[src/rtl/keypad_pkg.sv]
// Shared types and helpers for the keypad matrix scanner.
// Latency: none (declarations only).
// Backpressure: not applicable.
package keypad_pkg;

  // Key code meaning "no key pressed".
  localparam int KEY_NONE = 0;

  // Scan sequencer states: drive a column, sample it, or first dwell clock after a frame closes.
  typedef enum logic [1:0] {
    ST_DRIVE,
    ST_SAMPLE,
    ST_FRAME_END
  } scan_state_t;

  // Width that holds every key code 1..rows*cols plus the "none" code 0.
  function automatic int code_width(input int rows, input int cols);
    return $clog2(rows * cols + 1);
  endfunction

  // Index width that never collapses to zero bits.
  function automatic int idx_width(input int n);
    return (n > 1) ? $clog2(n) : 1;
  endfunction

endpackage

[src/rtl/keypad_debounce.sv]
// Frame-level debounce: accepts a code after DEBOUNCE_FRAMES identical frames.
// Latency: key_code/key_multi update on the frame_vld clock that completes the run.
// Backpressure: none; key_new is a one-clock strobe that the consumer must latch.
module keypad_debounce
  import keypad_pkg::*;
#(
  parameter int CODE_W          = 5,
  parameter int DEBOUNCE_FRAMES = 3
) (
  input  logic              clk,
  input  logic              rst_n,
  input  logic              frame_vld,
  input  logic [CODE_W-1:0] frame_code,
  input  logic              frame_multi,
  output logic [CODE_W-1:0] key_code,
  output logic              key_multi,
  output logic              key_new
);

  localparam int STB_W = $clog2(DEBOUNCE_FRAMES + 1);
  localparam logic [STB_W-1:0] STB_MAX = STB_W'(DEBOUNCE_FRAMES);

  logic [CODE_W-1:0] candidate;
  logic [CODE_W-1:0] cand_nxt;
  logic [STB_W-1:0]  stable;
  logic [STB_W-1:0]  stable_nxt;
  logic              load;

  // Next candidate/run length, and whether this frame commits a new key code.
  always_comb begin
    cand_nxt   = candidate;
    stable_nxt = stable;
    if (frame_code == candidate) begin
      if (stable != STB_MAX) stable_nxt = stable + STB_W'(1);
    end else begin
      cand_nxt   = frame_code;
      stable_nxt = STB_W'(1);
    end
    load    = frame_vld && (stable_nxt == STB_MAX) && (cand_nxt != key_code);
    // Only a change to a real key is reported; releases are silent.
    key_new = load && (cand_nxt != CODE_W'(KEY_NONE));
  end

  // Candidate tracking and committed key state, updated once per frame.
  always_ff @(posedge clk or negedge rst_n) begin
    if (!rst_n) begin
      candidate <= '0;
      stable    <= '0;
      key_code  <= '0;
      key_multi <= 1'b0;
    end else if (frame_vld) begin
      candidate <= cand_nxt;
      stable    <= stable_nxt;
      if (load) begin
        key_code  <= cand_nxt;
        key_multi <= frame_multi;
      end
    end
  end

endmodule

[src/rtl/keypad_matrix_scanner.sv]
// Scans an R x C key matrix, debounces it and hands new key-downs to the CPU (KEYPAD_ACTIVE_LOW_EN: active-low pins).
// Latency: clean press reaches Key_Valid within (DEBOUNCE_FRAMES+1) frames + 3 clocks.
// Backpressure: Key_Valid holds until Key_Ack; a newer key while pending overwrites Key_Code and sets sticky Key_Overrun.
module keypad_matrix_scanner
  import keypad_pkg::*;
#(
  parameter int   NUM_ROWS        = 4,
  parameter int   NUM_COLS        = 6,
  parameter int   SCAN_DIV        = 4,
  parameter int   DEBOUNCE_FRAMES = 3,
  localparam int  CODE_W          = code_width(NUM_ROWS, NUM_COLS)
) (
  input  logic                Clock,
  input  logic                Reset_n,
  input  logic [NUM_ROWS-1:0] Keyb_Row_I,
  output logic [NUM_COLS-1:0] Keyb_Col_O,
  output logic [CODE_W-1:0]   Key_Code,
  output logic                Key_Valid,
  input  logic                Key_Ack,
  output logic                Key_Multi,
  output logic                Key_Overrun
);

  localparam int COL_W = idx_width(NUM_COLS);
  localparam int DIV_W = idx_width(SCAN_DIV);
  localparam logic [DIV_W-1:0] DIV_PRE  = DIV_W'(SCAN_DIV - 2);
  localparam logic [COL_W-1:0] COL_LAST = COL_W'(NUM_COLS - 1);

  logic [NUM_ROWS-1:0] row_in;
  logic [NUM_ROWS-1:0] row_meta;
  logic [NUM_ROWS-1:0] row_sync;
  logic [NUM_COLS-1:0] col_oh;

  // Pin polarity is resolved at the edges so all internal logic is active-high.
`ifdef KEYPAD_ACTIVE_LOW_EN
  localparam logic [NUM_ROWS-1:0] SYNC_RST = '1;
  assign row_in     = ~Keyb_Row_I;
  assign Keyb_Col_O = ~col_oh;
`else
  localparam logic [NUM_ROWS-1:0] SYNC_RST = '0;
  assign row_in     = Keyb_Row_I;
  assign Keyb_Col_O = col_oh;
`endif

  // Two-flop synchroniser on the asynchronous row returns.
  always_ff @(posedge Clock or negedge Reset_n) begin
    if (!Reset_n) begin
      row_meta <= SYNC_RST;
      row_sync <= SYNC_RST;
    end else begin
      row_meta <= row_in;
      row_sync <= row_meta;
    end
  end

  scan_state_t         state;
  logic [DIV_W-1:0]    div;
  logic [COL_W-1:0]    col;
  logic [CODE_W-1:0]   acc_code;
  logic                acc_multi;
  logic [CODE_W-1:0]   sample_code;
  logic                sample_multi;
  logic                frame_vld;
  logic [CODE_W-1:0]   frame_code;
  logic                frame_multi;

  // Encode the current column's sample: lowest set row wins; a second hit anywhere marks multi.
  always_comb begin
    sample_code = '0;
    for (int r = NUM_ROWS - 1; r >= 0; r--) begin
      if (row_sync[r]) sample_code = CODE_W'(int'(col) * NUM_ROWS + r + 1);
    end
    sample_multi = ((row_sync != '0) && (acc_code != '0)) ||
                   ((row_sync & (row_sync - NUM_ROWS'(1))) != '0);
  end

  // Column sequencer: dwell SCAN_DIV clocks per column, sample on the last, close the frame after the last column.
  always_ff @(posedge Clock or negedge Reset_n) begin
    if (!Reset_n) begin
      state       <= ST_DRIVE;
      div         <= '0;
      col         <= '0;
      col_oh      <= NUM_COLS'(1);
      acc_code    <= '0;
      acc_multi   <= 1'b0;
      frame_vld   <= 1'b0;
      frame_code  <= '0;
      frame_multi <= 1'b0;
    end else begin
      frame_vld <= 1'b0;
      case (state)
        ST_DRIVE, ST_FRAME_END: begin
          div   <= div + DIV_W'(1);
          state <= (div == DIV_PRE) ? ST_SAMPLE : ST_DRIVE;
        end
        ST_SAMPLE: begin
          div <= '0;
          if (col == COL_LAST) begin
            col         <= '0;
            col_oh      <= NUM_COLS'(1);
            frame_vld   <= 1'b1;
            frame_code  <= (acc_code != '0) ? acc_code : sample_code;
            frame_multi <= acc_multi | sample_multi;
            acc_code    <= '0;
            acc_multi   <= 1'b0;
            state       <= ST_FRAME_END;
          end else begin
            col       <= col + COL_W'(1);
            col_oh    <= col_oh << 1;
            if (acc_code == '0) acc_code <= sample_code;
            acc_multi <= acc_multi | sample_multi;
            state     <= ST_DRIVE;
          end
        end
        default: state <= ST_DRIVE;
      endcase
    end
  end

  logic key_new;

  keypad_debounce #(
    .CODE_W          (CODE_W),
    .DEBOUNCE_FRAMES (DEBOUNCE_FRAMES)
  ) u_debounce (
    .clk         (Clock),
    .rst_n       (Reset_n),
    .frame_vld   (frame_vld),
    .frame_code  (frame_code),
    .frame_multi (frame_multi),
    .key_code    (Key_Code),
    .key_multi   (Key_Multi),
    .key_new     (key_new)
  );

  // Event handshake: a new key wins over a same-clock ack; an unacked overwrite is flagged until acked.
  always_ff @(posedge Clock or negedge Reset_n) begin
    if (!Reset_n) begin
      Key_Valid   <= 1'b0;
      Key_Overrun <= 1'b0;
    end else begin
      if (Key_Valid && Key_Ack) Key_Overrun <= 1'b0;
      if (key_new) begin
        Key_Valid <= 1'b1;
        if (Key_Valid && !Key_Ack) Key_Overrun <= 1'b1;
      end else if (Key_Ack) begin
        Key_Valid <= 1'b0;
      end
    end
  end

endmodule

[config.mk]
export PLATFORM = sky130hd
export DESIGN_NAME = keypad_matrix_scanner
export DESIGN_NICKNAME = d
export VERILOG_FILES = /design/src/rtl/keypad_pkg.sv /design/src/rtl/keypad_debounce.sv /design/src/rtl/keypad_matrix_scanner.sv
export SDC_FILE = /design/constraint.sdc
export NUM_CORES = 1
export LEC_CHECK = 0
export BUFFER_PORTS_ARGS = -buffer_cell sky130_fd_sc_hd__buf_2
export CAP_MARGIN = 20
export CELL_PAD_IN_SITES_DETAIL_PLACEMENT = 1
export CELL_PAD_IN_SITES_GLOBAL_PLACEMENT = 1
export CORE_AREA = 4 4 88 90
export CTS_CLUSTER_DIAMETER = 50
export DETAILED_ROUTE_END_ITERATION = 7
export DIE_AREA = 0 0 92 94
export PLACE_DENSITY_LB_ADDON = 0.08
export RECOVER_POWER = 100
export SLEW_MARGIN = 15
export SYNTH_ARGS = -nofsm -noshare
export SYNTH_HDL_FRONTEND = slang
export SYNTH_SLANG_ARGS = --single-unit
[constraint.sdc]
create_clock -name Clock -period 2.25 [get_ports Clock]
set_input_delay 0.45 -clock Clock [delete_from_list [all_inputs] [get_ports Clock]]
set_output_delay 0.45 -clock Clock [all_outputs]
set_load 0.01 [all_outputs]
==> metrics.txt <==
Fin. Hold Viols 0; multiplexer area fraction after synthesis 0.06070; Peak Freq 514.2 MHz; most frequent cells in the layout dfrtp_1, clkbuf_1, nand2_1; leakage ~1.1 nW; initial antenna violation count 0; CTS tree built; Yosys Warn Count 0; Die X 92 µm; Diodes inserted 0; CP max FO 7; Synth cell types 36; total core area 7059 µm²; footprint of the multi-input gates 794.5 µm²; post-synthesis compound-gate area fraction 0.1478; fin crit share 0.8643; Initial Util 0.2891; Post-Syn Area per Cell 11.73 µm²; Post-Route WL around 4.4 mm; largest cells by area after synthesis dfrtp_1, mux2_2, a22o_1, nand2_1, o21ai_0; FF/Latch Area approximately 1200 µm²; Post-Synth XOR/XNOR Area 0.04292; largest net degree at the start of global routing 26; Data arrival, critical path 2130 ps; Row Count 31; placed insts between 200 and 300; setup TNS 0 ps; die area 8648 µm²; Yosys reg bits 48; grt ovf 0; register area share after synthesis 0.5892; post-layout min period 1945 ps; DR vias/cell 4.625; Worst Setup Start Kind register; worst r2r dst u_debounce.key_multi; r2r setup slk around 310 ps; dominant cell type by area after synthesis dfrtp_1; antenna viol nets, final 0; crit path from frame_code[1]; TritonCTS buffer count 5; Tightest Pin Transition roughly 1400 ps; fin nets 214; pins over their slew limit 0; Post-route DRC 0; vias in the first global route 1,544; first-pass GRT wire length 7.590 mm; critical path cell sequence xor2_1 > nor3_2 > nand3_1 > a311oi_4 > mux2_2; initial detailed-routing violation count 26; CP Capture Type register; max cap viols 0; count of final setup violators 0; hpwl dp 3.329 mm; share of cells above drive strength 1 0.1610; routed via count 1,406; CP Depth 5; GRT Total Usage 0.1119; Gates resized, CTS repair 0; Cells after Synth 174; dpl ws roughly 350 ps; RSZ-0062 raised after global routing false; Clock Skews ~4.5 ps; Layout Cells excl Fill 304; Bufs and invs on worst path 0; I/O Buffers 20; Max-slew headroom 0.06269; status finished clean; Area Overhead vs Synth 16.25%; Setup crit end u_debounce.key_multi; Longest Clk Path Bufs 2; CP max stage cell dfrtp_1; Peak VDD IR between 0.15 and 0.2 mV; fillers 816; slowest stage delay, CP 450 ps; r2r startpoint frame_code[1]; Net Count, Synth 184; clock latency on the worst-skew pair ~290 ps; io pins 21; Synth Area in Adders 0.02330; die height 94 µm; GPL Wtd Cong 0.7073; WP data required 2440 ps; main combinational cell family by area after synthesis compound AO/OA/AOI/OAI gates; CP delay by family, top flip-flops; Finished Core Util 0.3361; Post-CTS Hold Fix Bufs 0; CTS H-Tree Depth 2; DRT Pass-1 Iters 4; CTS sink cnt 48; root buffer selected by CTS clkbuf_8; top-area cell type share of the netlist area 0.5763; Mapped Area 2041 µm²; clock slew at reported path FFs around 90 ps; simple-gate area share of the yosys netlist 0.1171; Power Density just under 700 nW/µm²; most common cell after layout, fill and taps aside dfrtp_1; worst min-delay path class input port to register; post-CTS setup buffer count 0; worst setup margin about 310 ps; crit path kind register to register; cells on worst reg2reg path 5; average routed wire per standard cell 14.39 µm
[cells in the mapped netlist]
cell type and instances:
nand3_2 1, a32o_1 3, mux2_2 11, nand3_1 3
inv_1 5, clkbuf_1 4, a221oi_1 1, xnor2_1 4
nor2b_1 3, o21ai_0 11, a311oi_4 1, nor2_1 12
clkbuf_2 1, o21ai_1 1, o22ai_1 1, nor3_2 1
dfrtp_1 47, nor3_1 4, maj3_1 1, nand2b_1 3
xor2_1 6, nand2_1 16, a211oi_1 1, or2_2 1
o31ai_1 1, a21oi_1 10, nor3b_1 1, a22o_1 9
a21o_2 1, or3_1 2, and2_1 1, o221ai_1 1
o22a_1 1, dfstp_2 1, ha_1 3, or3b_1 1
[logic make-up (layout without fill, tap and decap cells)]
kind of cell,count (synthesis),count (layout)
flops,48,48
fa+ha+maj,4,4
compound gates,42,42
mux,11,11
buf+inv,10,41
simple gates,49,49
xor+xnor,10,10
[sequential cells by signal (all words and copies together), names as in the netlist, 3 cells and up, named ones only]
signal,cells
row_sync,4
u_debounce.key_code,5
frame_code,5
u_debounce.candidate,5
col,3
row_meta,4
acc_code,5
Keyb_Col_O,6
[routing by layer]
| layer | global-route usage | routed length, µm |
|---|---|---|
| met5 | 0 | 0 |
| met4 | 0.04084 | 64 |
| met3 | 0.02724 | 117 |
| met2 | 0.2019 | 2282 |
| met1 | 0.1283 | 1910 |
[worst register-to-register path: stages, from the launching register on]
cell and delay [ps]:
dfrtp_1 450, xor2_1 180, nor3_2 180, nand3_1 190
a311oi_4 450, mux2_2 400
[metrics by stage]
stage                     area [µm²]  total power [mW]  hold slack (ps)
final                           2372             1.595            253.0
after global routing            2372             1.690            234.8
after CTS                       2410             1.631            163.8
after detailed placement        2317             1.096            346.0
after global placement          2317             1.089            340.8
after floorplan                 2041             1.036            154.4
[worst min-delay path by stage]
stage,endpoint,cells after the start,start,slack (ps)
global placement,row_sync[0],0,row_meta[0],340
global route,row_meta[0],1,Keyb_Row_I[0],230
detailed placement,row_sync[1],0,row_meta[1],350
finish,row_meta[3],1,Keyb_Row_I[3],250
floorplan,Key_Valid,0,Reset_n,150
CTS,col[2],1,Reset_n,160
[where the power goes]
part           leakage (nW)  switching, mW  total (mW)  internal, mW
Sequential            0.615         0.0421       0.943         0.900
Clock                0.0510          0.281       0.527         0.246
Combinational         0.399         0.0678       0.125        0.0576
Total                  1.06          0.391        1.59          1.20
[layout make-up]
type	instances	share of cell area
clock inverters	2	0.004219
repair buffers	28	0.05907
clock buffers	6	0.03481
multi-input cells	116	0.3349
well taps	99	0.05222
inverters	5	0.007911
flip-flops and latches	48	0.5069
Note: power is estimated with default switching activity, not from simulation.
